$ cat config.mk
export PLATFORM = sky130hd
export DESIGN_NAME = gray_code_counter_flat
export DESIGN_NICKNAME = d
export VERILOG_FILES = /design/src/rtl/gray_code_counter_pkg.sv /design/src/rtl/gray_code_counter_if.sv /design/src/rtl/gray_code_counter_gray_to_bin.sv /design/src/rtl/gray_code_counter.sv /design/src/flat_wrapper.sv
export SDC_FILE = /design/constraint.sdc
export NUM_CORES = 1
export LEC_CHECK = 0
export CELL_PAD_IN_SITES_DETAIL_PLACEMENT = 0
export CELL_PAD_IN_SITES_GLOBAL_PLACEMENT = 1
export CORE_MARGIN = 2
export CORE_UTILIZATION = 35
export DETAILED_ROUTE_END_ITERATION = 6
export GPL_TIMING_DRIVEN = 0
export HOLD_SLACK_MARGIN = 0.02
export PLACE_DENSITY_LB_ADDON = 0.1
export SYNTH_ARGS = -nofsm -noshare
export SYNTH_HDL_FRONTEND = slang
export SYNTH_SLANG_ARGS = --single-unit
export TNS_END_PERCENT = 100
$ cat constraint.sdc
create_clock -name clk -period 4.6 [get_ports clk]
set_input_delay 1.15 -clock clk [delete_from_list [all_inputs] [get_ports clk]]
set_output_delay 1.15 -clock clk [all_outputs]
set_load 0.02 [all_outputs]
$ cat src/rtl/gray_code_counter_pkg.sv
// Shared definitions for the Gray code counter and its Gray-pointer helpers.
// Conversion functions work on a fixed wide vector: callers zero-extend a
// WIDTH-bit value in and truncate the result back to WIDTH bits. Zero upper
// bits are neutral for both conversions, so one function serves every width.
package gray_code_counter_pkg;

  // Widest code the helper functions handle.
  localparam int GCC_MAX_WIDTH = 32;

  // Width used when no parameter override is given.
  localparam int DEFAULT_WIDTH = 4;

  typedef logic [GCC_MAX_WIDTH-1:0] code_t;

  // Count direction as sampled from up_dn.
  typedef enum logic {
    DIR_DOWN = 1'b0,
    DIR_UP   = 1'b1
  } dir_e;

  // Operation selected on a clock edge, highest priority first: load, step, hold.
  typedef enum logic [1:0] {
    OP_HOLD = 2'd0,
    OP_LOAD = 2'd1,
    OP_STEP = 2'd2
  } op_e;

  // Largest count value for a given width (2^width - 1).
  function automatic code_t max_val(input int width);
    return (code_t'(1) << width) - code_t'(1);
  endfunction

  // Terminal count of the default-width counter.
  localparam code_t MAX_VAL = max_val(DEFAULT_WIDTH);

  // Reflected binary to Gray code.
  function automatic code_t bin2gray(input code_t b);
    return b ^ (b >> 1);
  endfunction

  // Gray code back to binary: each binary bit is the XOR of all Gray bits
  // at or above its position.
  function automatic code_t gray2bin(input code_t g);
    code_t b;
    b = '0;
    b[GCC_MAX_WIDTH-1] = g[GCC_MAX_WIDTH-1];
    for (int i = GCC_MAX_WIDTH - 2; i >= 0; i--) begin
      b[i] = b[i+1] ^ g[i];
    end
    return b;
  endfunction

endpackage

$ cat src/rtl/gray_code_counter_if.sv
// Control and result bundle of the Gray code counter.
// master drives the controls and watches the counts; slave is the counter.
interface gray_code_counter_if #(
  parameter int WIDTH = 4
);

  logic             en;
  logic             up_dn;
  logic             load;
  logic [WIDTH-1:0] load_gray;
  logic [WIDTH-1:0] bin_out;
  logic [WIDTH-1:0] gray_out;
  logic             wrap;

  modport master (
    output en, up_dn, load, load_gray,
    input  bin_out, gray_out, wrap
  );

  modport slave (
    input  en, up_dn, load, load_gray,
    output bin_out, gray_out, wrap
  );

endinterface

$ cat src/rtl/gray_code_counter_gray_to_bin.sv
// Combinational WIDTH-bit Gray-to-binary decoder (the gray_to_bin block).
// Written as a flat XOR-reduction per bit rather than a ripple chain so each
// output bit is an independent cone; reusable wherever Gray pointers arrive.
module gray_code_counter_gray_to_bin #(
  parameter int WIDTH = 4
) (
  input  logic [WIDTH-1:0] gray,
  output logic [WIDTH-1:0] bin
);

  // Binary bit gi is the parity of Gray bits WIDTH-1 down to gi.
  for (genvar gi = 0; gi < WIDTH; gi++) begin : g_bit
    assign bin[gi] = ^gray[WIDTH-1:gi];
  end

endmodule

$ cat src/rtl/gray_code_counter.sv
// Registered up/down counter presenting its count in binary and Gray code,
// with a parallel load given in Gray code and a one-cycle wrap pulse.
// Optional build macro: GRAY_SATURATE_EN -- when defined the counter stops at
// its bounds instead of rolling over and wrap flags each blocked step.
module gray_code_counter
  import gray_code_counter_pkg::*;
#(
  parameter int WIDTH     = 4,
  parameter int RESET_VAL = 0
) (
  input logic              clk,
  input logic              rst,
  gray_code_counter_if.slave bus
);

  localparam logic [WIDTH-1:0] CNT_MAX  = WIDTH'(max_val(WIDTH));
  localparam logic [WIDTH-1:0] RST_BIN  = WIDTH'(RESET_VAL);
  localparam logic [WIDTH-1:0] RST_GRAY = WIDTH'(bin2gray(code_t'(RST_BIN)));

  logic [WIDTH-1:0] bin_reg;
  logic [WIDTH-1:0] gray_reg;
  logic             wrap_reg;

  logic [WIDTH-1:0] bin_next;
  logic [WIDTH-1:0] gray_next;
  logic             wrap_next;

  logic [WIDTH-1:0] load_bin;
  logic [WIDTH-1:0] stepped;
  logic [WIDTH-1:0] stepped_gray;
  logic             at_bound;
  dir_e             dir;
  op_e              op;

  // Load path decodes the incoming Gray value to binary.
  gray_code_counter_gray_to_bin #(
    .WIDTH (WIDTH)
  ) u_load_decode (
    .gray (bus.load_gray),
    .bin  (load_bin)
  );

  // Decode the per-edge operation (load beats count) and the step target.
  always_comb begin
    op = OP_HOLD;
    if (bus.load) begin
      op = OP_LOAD;
    end else if (bus.en) begin
      op = OP_STEP;
    end
    dir = dir_e'(bus.up_dn);
    if (dir == DIR_UP) begin
      stepped  = bin_reg + WIDTH'(1);
      at_bound = (bin_reg == CNT_MAX);
    end else begin
      stepped  = bin_reg - WIDTH'(1);
      at_bound = (bin_reg == '0);
    end
    stepped_gray = WIDTH'(bin2gray(code_t'(stepped)));
  end

  // Next-state selection; the Gray value always tracks the new binary value.
  always_comb begin
    bin_next  = bin_reg;
    gray_next = gray_reg;
    wrap_next = 1'b0;
    case (op)
      OP_LOAD: begin
        bin_next  = load_bin;
        gray_next = bus.load_gray;
      end
      OP_STEP: begin
`ifdef GRAY_SATURATE_EN
        // Blocked at a bound: hold the count and flag the attempt.
        if (!at_bound) begin
          bin_next  = stepped;
          gray_next = stepped_gray;
        end
        wrap_next = at_bound;
`else
        // Modulo arithmetic rolls over; the bound test marks the rollover.
        bin_next  = stepped;
        gray_next = stepped_gray;
        wrap_next = at_bound;
`endif
      end
      default: begin
      end
    endcase
  end

  // State registers with asynchronous reset to the configured start value.
  always_ff @(posedge clk or posedge rst) begin
    if (rst) begin
      bin_reg  <= RST_BIN;
      gray_reg <= RST_GRAY;
      wrap_reg <= 1'b0;
    end else begin
      bin_reg  <= bin_next;
      gray_reg <= gray_next;
      wrap_reg <= wrap_next;
    end
  end

  assign bus.bin_out  = bin_reg;
  assign bus.gray_out = gray_reg;
  assign bus.wrap     = wrap_reg;

endmodule

$ cat src/flat_wrapper.sv
// flat-port wrapper written by rule: the top's interface ports become plain ports
module gray_code_counter_flat import gray_code_counter_pkg::*;
#(
  parameter int WIDTH     = 4,
  parameter int RESET_VAL = 0
)
  (clk, rst, bus_en, bus_up_dn, bus_load, bus_load_gray, bus_bin_out, bus_gray_out, bus_wrap);
  gray_code_counter_if #(.WIDTH(WIDTH)) bus_i ();
  input logic clk;
  input logic rst;
  input wire logic [$bits(bus_i.en)-1:0] bus_en;
  input wire logic [$bits(bus_i.up_dn)-1:0] bus_up_dn;
  input wire logic [$bits(bus_i.load)-1:0] bus_load;
  input wire logic [$bits(bus_i.load_gray)-1:0] bus_load_gray;
  output wire logic [$bits(bus_i.bin_out)-1:0] bus_bin_out;
  output wire logic [$bits(bus_i.gray_out)-1:0] bus_gray_out;
  output wire logic [$bits(bus_i.wrap)-1:0] bus_wrap;
  assign bus_i.en = bus_en;
  assign bus_i.up_dn = bus_up_dn;
  assign bus_i.load = bus_load;
  assign bus_i.load_gray = bus_load_gray;
  assign bus_bin_out = bus_i.bin_out;
  assign bus_gray_out = bus_i.gray_out;
  assign bus_wrap = bus_i.wrap;
  gray_code_counter #(.WIDTH(WIDTH), .RESET_VAL(RESET_VAL)) u_core (.clk(clk), .rst(rst), .bus(bus_i));
endmodule
Word level (Yosys, flattened, before mapping)
Index checks and enable logic that the tools add are counted.
{"block": "word_totals", "wordCells": 21, "out_inout_bits": 9, "ff_bits": 9, "in_bits": 9}
{"block": "op_classes", "reduce_logical": 5, "muxes": 7, "n_eq_ne": 3, "add_sub_neg": 2, "n_bitwise": 1}
{"op": "case mux 4 bit (2 select lines)", "count": 2}
{"op": "adder 4 x 1 -> 4 bit, second input constant", "count": 1}
{"op": "== test 4 bit, second input constant", "count": 1}
{"op": "logical NOT 4 bit", "count": 1}
{"op": "two-way mux 2 bit", "count": 2}
{"op": "two-way mux 4 bit", "count": 1}
{"op": "parity 4 bit", "count": 1}
{"op": "subtractor 4 x 1 -> 4 bit, second input constant", "count": 1}
{"op": "bitwise XOR 4 x 3 -> 4 bit", "count": 1}
{"op": "parity 3 bit", "count": 1}
{"op": "== test 2 x 1 -> 1 bit, second input constant", "count": 1}
{"op": "== test 2 bit, second input constant", "count": 1}
{"op": "two-way mux 1 bit", "count": 2}
{"op": "nonzero test 2 bit", "count": 1}
{"op": "parity 2 bit", "count": 1}

Depth between registers and ports, before layout
{"block": "logic_depth", "ltp_word": 4, "ltp_mapped": 6}

Cells and area by module
From an unflattened synthesis, not the netlist that was laid out.
{"block": "hier_totals", "cells_unflattened": 92, "hier_area_um2": 822.0}
{"mod": "gray_code_counter", "area_each_um2": 772.0, "seq_area_each_um2": 225.2, "n_inst": 1, "cells_per_inst": 87}
{"mod": "gray_code_counter_gray_to_bin", "area_each_um2": 50.0, "seq_area_each_um2": 0.0, "n_inst": 1, "cells_per_inst": 5}

Least setup slack after synthesis
OpenSTA, ideal clock, no wires.
{"block": "synth_path", "path_kind": "input-to-reg", "from": "input bus_up_dn", "to": "register u_core.gray_reg[2], in the netlist u_core.bus.gray_out[2]", "cell_stages": 6, "slack_ps": 2177, "path_buffers": 0, "setup_time_ps": 76, "t_arrival_ps": 2346, "cell_sequence": "inv_1 -> fa_1 -> xnor2_1 -> xnor2_1 -> xnor3_1 -> o21ai_1"}
{"block": "synth_between", "elab_chain_cells": 3}
{"item": "start, declared", "line": "flat_wrapper.sv:12", "source": "input wire logic [$bits(bus_i.up_dn)-1:0] bus_up_dn;"}
{"item": "two-way mux 4 bit", "line": "gray_code_counter.sv:52", "source": "if (dir == DIR_UP) begin"}
{"item": "bitwise XOR 4 x 3 -> 4 bit", "line": "gray_code_counter_pkg.sv:38", "source": "return b ^ (b >> 1);"}
{"item": "case mux 4 bit (2 select lines)", "line": "gray_code_counter.sv:67", "source": "case (op)"}
{"item": "end signal, assigned", "line": "gray_code_counter.sv:100", "source": "gray_reg <= gray_next;"}
{"item": "end, declared", "line": "gray_code_counter.sv:21", "source": "logic [WIDTH-1:0] gray_reg;"}
Every way passes these cells.
A chain may end at the register's enable or synchronous reset.

Worst setup path in the final report
Same ends and word-level chain as after synthesis.

==> results by group <==
Status
  • Run status: completed

Cells and area
  • Final Util: 50.2%
  • Synthesis-to-layout area growth: 33.7%
  • Design area: around 760 um2
  • Final net count: 94
  • Share of cells above drive strength 1: 6.25%
  • Antenna diodes: 0
  • Max FFs per register: 4

STA
  • Final-report hold violation count: 0
  • Setup TNS: 0 ns
  • Post-layout min period: about 2.9 ns
  • Slew margin rel.: roughly three quarters
  • Max Slew Vio Count: 0
  • Worst Clk Skew: between 0.0008 and 0.0009 ns
  • Unrepaired setup endpoints after global routing: no
  • Final Cycle Share: 62.3%
  • Tightest Pin Transition: 0.350 ns
  • FMAX: 0.349 GHz
  • Final setup violation count: 0

Setup path
  • Worst-path fanout max: 5
  • CP Capture Type: register
  • Worst EP arrival: just over 3 ns
  • Worst setup SP type: input pin
  • Critical Path RT: between 4 and 5 ns
  • Crit Path Class: in2reg

Clocking
  • CTS Buffer Depth: 2
  • Worst-path clk slew: roughly 0.06 ns
  • Post-CTS Setup Repair Bufs: 0
  • Clk_lat worst skew: 0.26 ns
  • Post_cts resized: 0
  • CTS tree: yes
  • Clk sinks: 8
  • CTS Hold Bufs: 0
  • Total CTS buffers: 3
  • CTS H-tree lvls: 1
  • Root Buffer: clkbuf_4

Global routing
  • Gr ovfl total: 0
  • Vias in the first global route: roughly 460
  • First-pass GRT wire length: about 2000 um
  • Initial antenna violation count: 0
  • Largest net degree at the start of global routing: 11
  • GRT Util Overall: around 15%

Die
  • Cell Rows: 14
  • Die X: 44.4 um
  • Die ar.: 0.00197 mm2
  • Core area: 0.00152 mm2
  • DIE HEIGHT: between 40 and 50 um
  • I/O Pins: 18
  • Initial Util: 37.5%

Pwr
  • Worst vdd ir: ~0.19 mV
  • Leakage: ~0.00033 uW
  • Power Dens Cells: roughly 430 mW/mm2

Synthesis
  • Yosys reg bits: 8
  • Syn_area_per_cell: around 9 um2
  • Syn nets: 74
  • Mapped Cells: 62
  • YS warnings: 0
  • Synth Cell Area: about 570 um2
  • Register area share after synthesis: 35.0%
  • Distinct cells, synth: 25

Route
  • Vias post-DR: 479
  • DR DRC count: 0
  • Drt total wl: around 1200 um
  • Post-DRT Antenna Nets: 0
  • Drt first-iter violations: 6
  • DR vias/cell: ~5
  • 1st-pass router iterations: 3
  • Wire length per cell: ~12 um

Placed design
  • Number of I/O port buffers: 15
  • GPL Wtd Cong: between 0.6 and 0.7
  • Post-DP Area: roughly 740 um2
  • Dpl hpwl: 896 um

Hold path
  • Hold Path Class: reg2reg

Flow run
  • MaxCap Viol Count: 0
## where the power goes
part,internal [uW],switching [uW],total [uW]
clock network,30.0,26.4,56.4
registers,85.5,18.0,104
logic,90.0,80.2,170
total,206,125,330
## cell usage in the layout (no fill, tap or decap), types with 3 or more instances in the layout
master and n:
xor2_1 3, clkbuf_4 3, mux2i_1 3, clkdlybuf4s50_1 15
nor3b_1 3, xnor2_1 5, dfrtp_1 8, nor2_1 3
a21oi_1 5, nand2_1 5, o21ai_0 6
## through the flow
step / worst slack [ns] / hold slack [ns] / total power (uW) / instances
finish: 1.73 / 0.561 / 330 / 96
global route: 1.61 / 0.621 / 356 / 96
CTS: 1.72 / 0.573 / 337 / 96
detailed placement: 1.47 / 0.556 / 276 / 93
global placement: 1.44 / 0.546 / 275 / 93
floorplan: 2.18 / 0.671 / 216 / 62
## area by class of cell
cell class                      instances  area [um2]
Multi-Input combinational cell         48         344
Tap cell                               16        20.0
Buffer                                  4        20.0
Sequential cell                         8         200
Clock buffer                            3        22.5
Timing Repair Buffer                   15         150
Fill cell                             155         759
Inverter                                2        7.51
## per-layer routing
| metal | wire, um | track usage [%] | up-vias |
|---|---|---|---|
| li1 | - | - | 249 |
| met1 | 579 | 17.9 | 214 |
| met2 | 537 | 23.2 | 11 |
| met3 | 28 | 1.22 | 5 |
| met4 | 44 | 12.7 | 0 |
| met5 | 0 | 0 | - |
## path summary, 6_finish.rpt
path / startpoint / to / slack [ns] / cells past startpoint
max: bus_up_dn / u_core.bus.gray_out[2]$_DFFE_PP0P_ / 1.73 / 7
min: u_core.bus.gray_out[0]$_DFFE_PP0P_ / u_core.bus.gray_out[0]$_DFFE_PP0P_ / 0.56 / 2
max in group asynchronous: rst / u_core.bus.gray_out[0]$_DFFE_PP0P_ / 3.24 / 2
max reg2reg: u_core.bus.bin_out[0]$_DFFE_PP0P_ / u_core.bus.gray_out[2]$_DFFE_PP0P_ / 2.71 / 5
min reg2reg: u_core.bus.gray_out[0]$_DFFE_PP0P_ / u_core.bus.gray_out[0]$_DFFE_PP0P_ / 0.56 / 2
min in group asynchronous: rst / u_core.bus.gray_out[2]$_DFFE_PP0P_ / 1.13 / 2
## logic make-up after synthesis
logic type	synth area share, %
compound gates	12.9
xor+xnor	16.2
fa+ha+maj	7.88
buf+inv	4.81
flops	35.0
mux	5.25
simple gates	17.9
## critical path, stage by stage
cell and delay (ns):
clkdlybuf4s50_1 0.51, inv_1 0.12, fa_1 0.39, xnor2_1 0.32, xnor2_1 0.17, xnor3_1 0.25
o21ai_1 0.14
## cells in the mapped netlist
library cell  n  area (um2)
dfrtp_1       8         200
o21ai_0       6        30.0
a21oi_1       5        25.0
nand2_1       5        18.8
xnor2_1       5        43.8
mux2i_1       3        30.0
nor2_1        3        11.3
nor3b_1       3        22.5
xor2_1        3        26.3
and3_1        2        12.5
clkbuf_1      2        7.51
ha_1          2        25.0
inv_1         2        7.51
nand2b_1      2        12.5
a31oi_1       1        6.26
and2_1        1        6.26
buf_2         1        5.00
buf_4         1        7.51
fa_1          1        20.0
nand3_1       1        5.00
o211ai_1      1        7.51
o21ai_1       1        5.00
or2_0         1        6.26
or4_1         1        7.51
xnor3_1       1        22.5
(Power assumes the default switching activity.)
